--- src/rtl/frame_compositor.sv ---
// frame_compositor: VGA timing generator and tile/sprite/heart
// compositor with a two-stage pixel pipeline to the DAC pins.

package frame_compositor_pkg;

  typedef struct packed {
    logic hsync;
    logic vsync;
    logic blank_n;
    logic frame_start;
  } sync_t;

  typedef struct packed {
    sync_t      sync;
    logic [7:0] tile;
    logic       heart;
    logic       mario;
    logic       goomba;
    logic       goomba_2;
  } s0_s1_t;

endpackage

module frame_compositor #(
  parameter int H_VISIBLE       = 640,
  parameter int H_FRONT         = 16,
  parameter int H_SYNC          = 96,
  parameter int H_BACK          = 48,
  parameter int V_VISIBLE       = 480,
  parameter int V_FRONT         = 10,
  parameter int V_SYNC          = 2,
  parameter int V_BACK          = 33,
  parameter int BLOCK_WIDTH     = 40,
  parameter int CHARACTER_WIDTH = 42,
  parameter int HEART_SIZE      = 16,
  parameter int HEART_PITCH     = 24
) (
  input  logic               vga_clock,
  input  logic               reset,
  input  logic [7:0]         background [11:0][16:0],
  input  logic signed [31:0] mario_x,
  input  logic signed [31:0] mario_y,
  input  logic signed [31:0] goomba_x,
  input  logic signed [31:0] goomba_y,
  input  logic signed [31:0] goomba_2x,
  input  logic signed [31:0] goomba_2y,
  input  logic               show_hearts,
  input  logic signed [31:0] lives,
  output logic               hsync,
  output logic               vsync,
  output logic               blank_n,
  output logic [11:0]        rgb,
  output logic               frame_start
);

  import frame_compositor_pkg::*;

  localparam int H_TOTAL =
    H_VISIBLE + H_FRONT + H_SYNC + H_BACK;
  localparam int V_TOTAL =
    V_VISIBLE + V_FRONT + V_SYNC + V_BACK;
  localparam int HW = $clog2(H_TOTAL);
  localparam int VW = $clog2(V_TOTAL);
  localparam int TW = $clog2(BLOCK_WIDTH);
  localparam int HEART_MARGIN = 8;
  localparam int HEART_COUNT  = 3;
  localparam int OFF_SCREEN   = 1000;

  localparam logic [11:0] C_HEART  = 12'hF00;
  localparam logic [11:0] C_MARIO  = 12'hE22;
  localparam logic [11:0] C_GOOMBA = 12'h840;

  logic [HW-1:0] h_count;
  logic [VW-1:0] v_count;
  logic [TW-1:0] tile_x;
  logic [TW-1:0] tile_y;
  logic [4:0]    tile_col;
  logic [4:0]    tile_row;
  logic          h_last;
  logic          v_last;

  logic signed [31:0] px;
  logic signed [31:0] py;

  logic signed [31:0] snap_mario_x;
  logic signed [31:0] snap_mario_y;
  logic signed [31:0] snap_goomba_x;
  logic signed [31:0] snap_goomba_y;
  logic signed [31:0] snap_goomba_2x;
  logic signed [31:0] snap_goomba_2y;
  logic               snap_show;
  logic signed [31:0] snap_lives;
  logic               snap_en;

  logic [4:0]         col_idx;
  logic [3:0]         row_idx;
  logic signed [31:0] n_hearts;
  logic               heart_x;

  s0_s1_t      s0;
  s0_s1_t      s1;
  logic [11:0] colour;

  assign h_last = h_count == HW'(H_TOTAL - 1);
  assign v_last = v_count == VW'(V_TOTAL - 1);
  assign px     = 32'(h_count);
  assign py     = 32'(v_count);

  // Only 16 columns and 12 rows exist on screen; off-screen
  // positions fold to tile 0 and are blanked downstream.
  assign col_idx = (tile_col < 5'd16) ? tile_col : 5'd0;
  assign row_idx = (tile_row < 5'd12) ? tile_row[3:0]
                                      : 4'd0;

  function automatic logic box_hit(
    input logic signed [31:0] x,
    input logic signed [31:0] y,
    input logic signed [31:0] sx,
    input logic signed [31:0] sy
  );
    return x >= sx && x <= sx + CHARACTER_WIDTH - 1 &&
           y >= sy && y <= sy + CHARACTER_WIDTH - 1;
  endfunction

  // Raster counters plus tile column/row tracking (no divider).
  always_ff @(posedge vga_clock or negedge reset) begin
    if (!reset) begin
      h_count  <= '0;
      v_count  <= '0;
      tile_x   <= '0;
      tile_y   <= '0;
      tile_col <= '0;
      tile_row <= '0;
    end else if (h_last) begin
      h_count  <= '0;
      tile_x   <= '0;
      tile_col <= '0;
      if (v_last) begin
        v_count  <= '0;
        tile_y   <= '0;
        tile_row <= '0;
      end else begin
        v_count <= v_count + VW'(1);
        if (tile_y == TW'(BLOCK_WIDTH - 1)) begin
          tile_y   <= '0;
          tile_row <= tile_row + 5'd1;
        end else begin
          tile_y <= tile_y + TW'(1);
        end
      end
    end else begin
      h_count <= h_count + HW'(1);
      if (tile_x == TW'(BLOCK_WIDTH - 1)) begin
        tile_x   <= '0;
        tile_col <= tile_col + 5'd1;
      end else begin
        tile_x <= tile_x + TW'(1);
      end
    end
  end

  assign snap_en = (px == 0) && (py == V_VISIBLE);

  // Freeze sprite/HUD state once per frame, in vertical blank.
  always_ff @(posedge vga_clock or negedge reset) begin
    if (!reset) begin
      snap_mario_x   <= OFF_SCREEN;
      snap_mario_y   <= OFF_SCREEN;
      snap_goomba_x  <= OFF_SCREEN;
      snap_goomba_y  <= OFF_SCREEN;
      snap_goomba_2x <= OFF_SCREEN;
      snap_goomba_2y <= OFF_SCREEN;
      snap_show      <= 1'b0;
      snap_lives     <= '0;
    end else if (snap_en) begin
      snap_mario_x   <= mario_x;
      snap_mario_y   <= mario_y;
      snap_goomba_x  <= goomba_x;
      snap_goomba_y  <= goomba_y;
      snap_goomba_2x <= goomba_2x;
      snap_goomba_2y <= goomba_2y;
      snap_show      <= show_hearts;
      snap_lives     <= lives;
    end
  end

  // Stage 0: sync decode, tile fetch and hit tests.
  always_comb begin
    s0       = '0;
    heart_x  = 1'b0;
    n_hearts = snap_lives;
    if (snap_lives < 0) n_hearts = 0;
    if (snap_lives > HEART_COUNT) n_hearts = HEART_COUNT;

    s0.sync.hsync = !(px >= H_VISIBLE + H_FRONT &&
                      px <  H_VISIBLE + H_FRONT + H_SYNC);
    s0.sync.vsync = !(py >= V_VISIBLE + V_FRONT &&
                      py <  V_VISIBLE + V_FRONT + V_SYNC);
    s0.sync.blank_n     = px < H_VISIBLE && py < V_VISIBLE;
    s0.sync.frame_start = (px == 0) && (py == 0);

    s0.tile = background[row_idx][col_idx];

    s0.mario = box_hit(px, py, snap_mario_x,
                       snap_mario_y);
    s0.goomba = box_hit(px, py, snap_goomba_x,
                        snap_goomba_y);
    s0.goomba_2 = box_hit(px, py, snap_goomba_2x,
                          snap_goomba_2y);

    for (int i = 0; i < HEART_COUNT; i++) begin
      if (i < n_hearts &&
          px >= HEART_MARGIN + HEART_PITCH * i &&
          px <= HEART_MARGIN + HEART_PITCH * i +
                HEART_SIZE - 1)
        heart_x = 1'b1;
    end
    s0.heart = heart_x && snap_show &&
               py >= HEART_MARGIN &&
               py <= HEART_MARGIN + HEART_SIZE - 1;
  end

  // Stage 1 register.
  always_ff @(posedge vga_clock or negedge reset) begin
    if (!reset) begin
      s1            <= '0;
      s1.sync.hsync <= 1'b1;
      s1.sync.vsync <= 1'b1;
    end else begin
      s1 <= s0;
    end
  end

  // Layer priority: heart, Mario, goombas, then tile.
  always_comb begin
    colour = 12'h000;
    unique case (s1.tile)
      8'd0:    colour = 12'h000;
      8'd1:    colour = 12'h6AF;
      8'd2:    colour = 12'hC60;
      8'd3:    colour = 12'h830;
      8'd4:    colour = 12'hFD0;
      8'd5:    colour = 12'hFFF;
      8'd6:    colour = 12'h222;
      default: colour = 12'h000;
    endcase
    if (s1.heart)
      colour = C_HEART;
    else if (s1.mario)
      colour = C_MARIO;
    else if (s1.goomba || s1.goomba_2)
      colour = C_GOOMBA;
  end

  // Stage 2: output pins, colour forced black in blanking.
  always_ff @(posedge vga_clock or negedge reset) begin
    if (!reset) begin
      rgb         <= '0;
      hsync       <= 1'b1;
      vsync       <= 1'b1;
      blank_n     <= 1'b0;
      frame_start <= 1'b0;
    end else begin
      rgb         <= s1.sync.blank_n ? colour : 12'h000;
      hsync       <= s1.sync.hsync;
      vsync       <= s1.sync.vsync;
      blank_n     <= s1.sync.blank_n;
      frame_start <= s1.sync.frame_start;
    end
  end

endmodule

--- config.mk ---
export PLATFORM = sky130hd
export DESIGN_NAME = frame_compositor
export DESIGN_NICKNAME = d
export VERILOG_FILES = /design/src/rtl/frame_compositor.sv
export SDC_FILE = /design/constraint.sdc
export NUM_CORES = 2
export LEC_CHECK = 0
export CORE_AREA = 3 3 720 722
export CTS_CLUSTER_DIAMETER = 60
export CTS_CLUSTER_SIZE = 10
export DETAILED_ROUTE_END_ITERATION = 7
export DIE_AREA = 0 0 723 725
export GPL_TIMING_DRIVEN = 0
export PLACE_DENSITY = 0.3
export SLEW_MARGIN = 20
export SYNTH_ARGS = -nofsm -noshare
export SYNTH_HDL_FRONTEND = slang
export SYNTH_SLANG_ARGS = --single-unit
export TNS_END_PERCENT = 1
--- constraint.sdc ---
create_clock -name vga_clock -period 8 [get_ports vga_clock]
set_input_delay 1.2 -clock vga_clock [delete_from_list [all_inputs] [get_ports vga_clock]]
set_output_delay 1.2 -clock vga_clock [all_outputs]
set_load 0.01 [all_outputs]
==> impl_metrics.toml <==
[detailed_routing]
drc = 0
dr.pass1.iters = 5
wl_um = 517000
antenna_left = 0
vias_per_cell = 3.55
drt_iter0_markers = 3624
num_vias = 44200
post_drt_wl_per_cell_um = 41.4

[worst_setup_path]
ff2ff_setup_slack_ns = 1.56
crit_path_top_delay_cell = "buf_2"
critPathBufInv = 7
critPathLaunchType = "flop"
worst_path_most_repeated_cell = "buf_2"
critical_path.startpoint = "tile_row[0]"
criticalPathCategory = "flop to flop"
cp.required_ns = 8.46
reg2reg_from = "tile_row[0]"
end_kind = "flop"
slowest_delay_ns = 0.86
worst-endpoint-arrival_ns = 6.91
path_cells = "buf_2 -> nand2_2 -> buf_4 -> buf_2 -> buf_2 -> buf_4 -> nand2_1 -> nand3_1 -> a31oi_1 -> o41ai_2 -> buf_2 -> buf_6 -> o211a_1"
critical_path.top_delay_family = "buffers and inverters"
crit_fanout = 10

[clock_tree]
cts_resized = 0
numCtsBuffers = 50
clock_latency_ns = 0.71
clockBufferDepth = 3
cts_tree = "built"
cts_hold_buf = 0
cts_max_level = 2
clkSinkCount = 297
cts_root_buffer = "clkbuf_16"
clk_pin_slew_ns = 0.05
cts_setup_buffers = 0

[floorplan]
fp.dieW_um = 723
fp-row-count = 263
core_region_area_mm2 = 0.513
fp.dieH_um = 725
io_pins = 1875
start_util_pct = 5.97
die_area_mm2 = 0.524

[synthesis]
synth.distinct_cells = 90
yosys_warnings = 0
syn_area_mm2 = 0.0306
yosys.area.top_type = "dfrtp_1"
synthTopCellsByArea = "dfrtp_1 (21%), mux2_2 (8.5%), mux2i_1 (5.6%)"
synth_seq_cells = 297
synth.yosys.seq_area_share_pct = 24.5
synth_commonest_cells = "nand2_1 (316), o22ai_1 (258), dfrtp_1 (257)"
synth_top_area_share_pct = 21.0
yosysMostFrequentCell = "nand2_1"
synth_top_flop_cell = "dfrtp_1"
async_reset_ff_share_pct = 100
syn_inst = 3595
syn_avg_cell_area_um2 = 8.51
syn_nets = 5589
synth_edf_count = 0

[cells_and_area]
fin_cells = 12500
drive_gt1_share_pct = 12.8
areaGrowthSynthToFinish_pct = 98.4
utilization_pct = 11.8
fillers = 58900
nets = 7493

[pwr]
cellPowerDensity_mw_per_mm2 = 90.4
p_int_w = 0.00387
peakVddDrop_v = 0.000142
clkPwrFrac_pct = 40.6
switching_share_pct = 29.4
power.switching_w = 0.00162
p_leak_nw = 21.3
p_seq_share_pct = 30.3
p_comb_share_pct = 29.1

[hold_path]
min_from = "s1[14]"
hp-class = "flop to flop"

[timing]
finalHoldViolations = 0
worst_slew_margin_rel_pct = 14.2
maxSlewViolCount = 0
rsz0062_at_grt = "false"
finalSetupViolCount = 0
fmax_ghz = 0.155
fin_crit_sh_pct = 80.6
min_period_ns = 6.44
skew_ns = 0.0745
worst_pin_slew_ns = 1.29
setup_ws_ns = 1.56

[placement]
port_buffers = 1778
dp.cells = 12200
dp_hpwl_um = 468000
pre_cts_ws_ns = 1.19
gp_congestion = 0.955

[job]
drv_cap = 0

[global_routing]
grt.total_usage_pct = 18.8
grt_pass1_wl_um = 612000
grt_antenna_before_repair = 431
grt_pass1_vias = 43600
grt_max_degree = 72
grt.overflow.total = 0

[status]
status = "finished clean"
per-stage QoR:
step                cell area (µm²)  hold slack (ns)  total power, W  setup TNS (ns)
floorplan                     30600            0.331         0.00200               0
global placement              56800            0.346         0.00327        -2750.25
detailed placement            58600            0.349         0.00328               0
CTS                           60200            0.358         0.00563               0
global route                  60500            0.363         0.00575               0
finish                        60700            0.356         0.00549               0
registers in the layout, summed over array words and instances, names as in the netlist, 16 cells and up:
name and flops:
snap_goomba_2y 32, snap_lives 32, snap_goomba_y 32, snap_goomba_x 32, snap_goomba_2x 32, snap_mario_x 32, snap_mario_y 32, s1 16
cell usage in the layout (no fill, tap or decap), drive strengths merged, types with 53 or more instances in the layout:
cell type / synthesis / layout
nand3: 121 / 121
mux2: 230 / 230
nor4: 60 / 60
mux2i: 172 / 172
and3: 91 / 91
a21oi: 127 / 127
o21ai: 169 / 169
clkbuf: 227 / 292
nor2: 128 / 128
nand4: 83 / 83
diode: 0 / 169
o221ai: 184 / 184
nor3: 129 / 129
a32oi: 53 / 53
dfrtp: 257 / 257
nand2: 317 / 317
clkdlybuf4s50: 0 / 1777
ha: 135 / 135
xnor2: 74 / 74
inv: 94 / 104
buf: 82 / 157
o22ai: 258 / 258
kinds of logic (layout without fill, tap and decap cells):
kind of cell	after synthesis	in the layout	share of synthesized area (%)
AOI/OAI and AO/OA	1133	1133	26.2
xor gates and xnor gates	100	100	2.86
adders and majority gates	135	135	5.52
buffers and inverters	403	2347	5.31
DFF	297	297	24.5
muxes	451	451	17.7
other	0	169	0
and+or+nand+nor	1076	1076	18.0
area by class of cell:
cell class / count / area, µm² / share of cell area [%]
diodes: 169 / 423 / 0.697
plain buffers: 309 / 1390 / 2.29
clock buffers: 65 / 1360 / 2.24
clock inverters: 27 / 313 / 0.515
inverters: 94 / 353 / 0.581
multi-input cells: 2895 / 21800 / 35.9
flip-flops and latches: 297 / 7490 / 12.3
well taps: 6757 / 8450 / 13.9
repair buffers: 1852 / 19100 / 31.5
routing by layer:
metal,wire length (µm),global-route usage [%],up-vias,share of wire [%]
li1,-,-,18400,-
met2,252000,32.7,2600,49
met4,25400,8.19,190,4.9
met1,194000,20.8,22200,38
met3,43700,6.25,815,8.5
met5,1270,0,-,0.25
power groups by stage:
stage	Sequential (W)	Clock, W	Combinational, W
2_1_floorplan	0.00165	0	0.000352
3_3_place_gp	0.00169	0	0.00158
3_5_place_dp	0.00169	0	0.00159
4_1_cts	0.00167	0.00236	0.00160
5_1_grt	0.00168	0.00240	0.00167
6_report	0.00166	0.00223	0.00160
path summary, 6_finish.rpt:
path	cells after the start	end
worst max-delay path	13	s1[4]
worst min-delay path	0	vsync
worst max register to register	13	s1[4]
worst min register to register	0	vsync
max in group asynchronous	3	snap_mario_x[6]
min in group asynchronous	1	snap_goomba_y[10]
worst register-to-register path: stages (launching register included):
cell and delay (ns):
dfrtp_1 0.38, buf_2 0.30, nand2_2 0.72, buf_4 0.42, buf_2 0.86, buf_2 0.55, buf_4 0.62, nand2_1 0.15
nand3_1 0.45, a31oi_1 0.39, o41ai_2 0.38, buf_2 0.23, buf_6 0.18, o211a_1 0.54
Power figures use the tool's default switching activity.
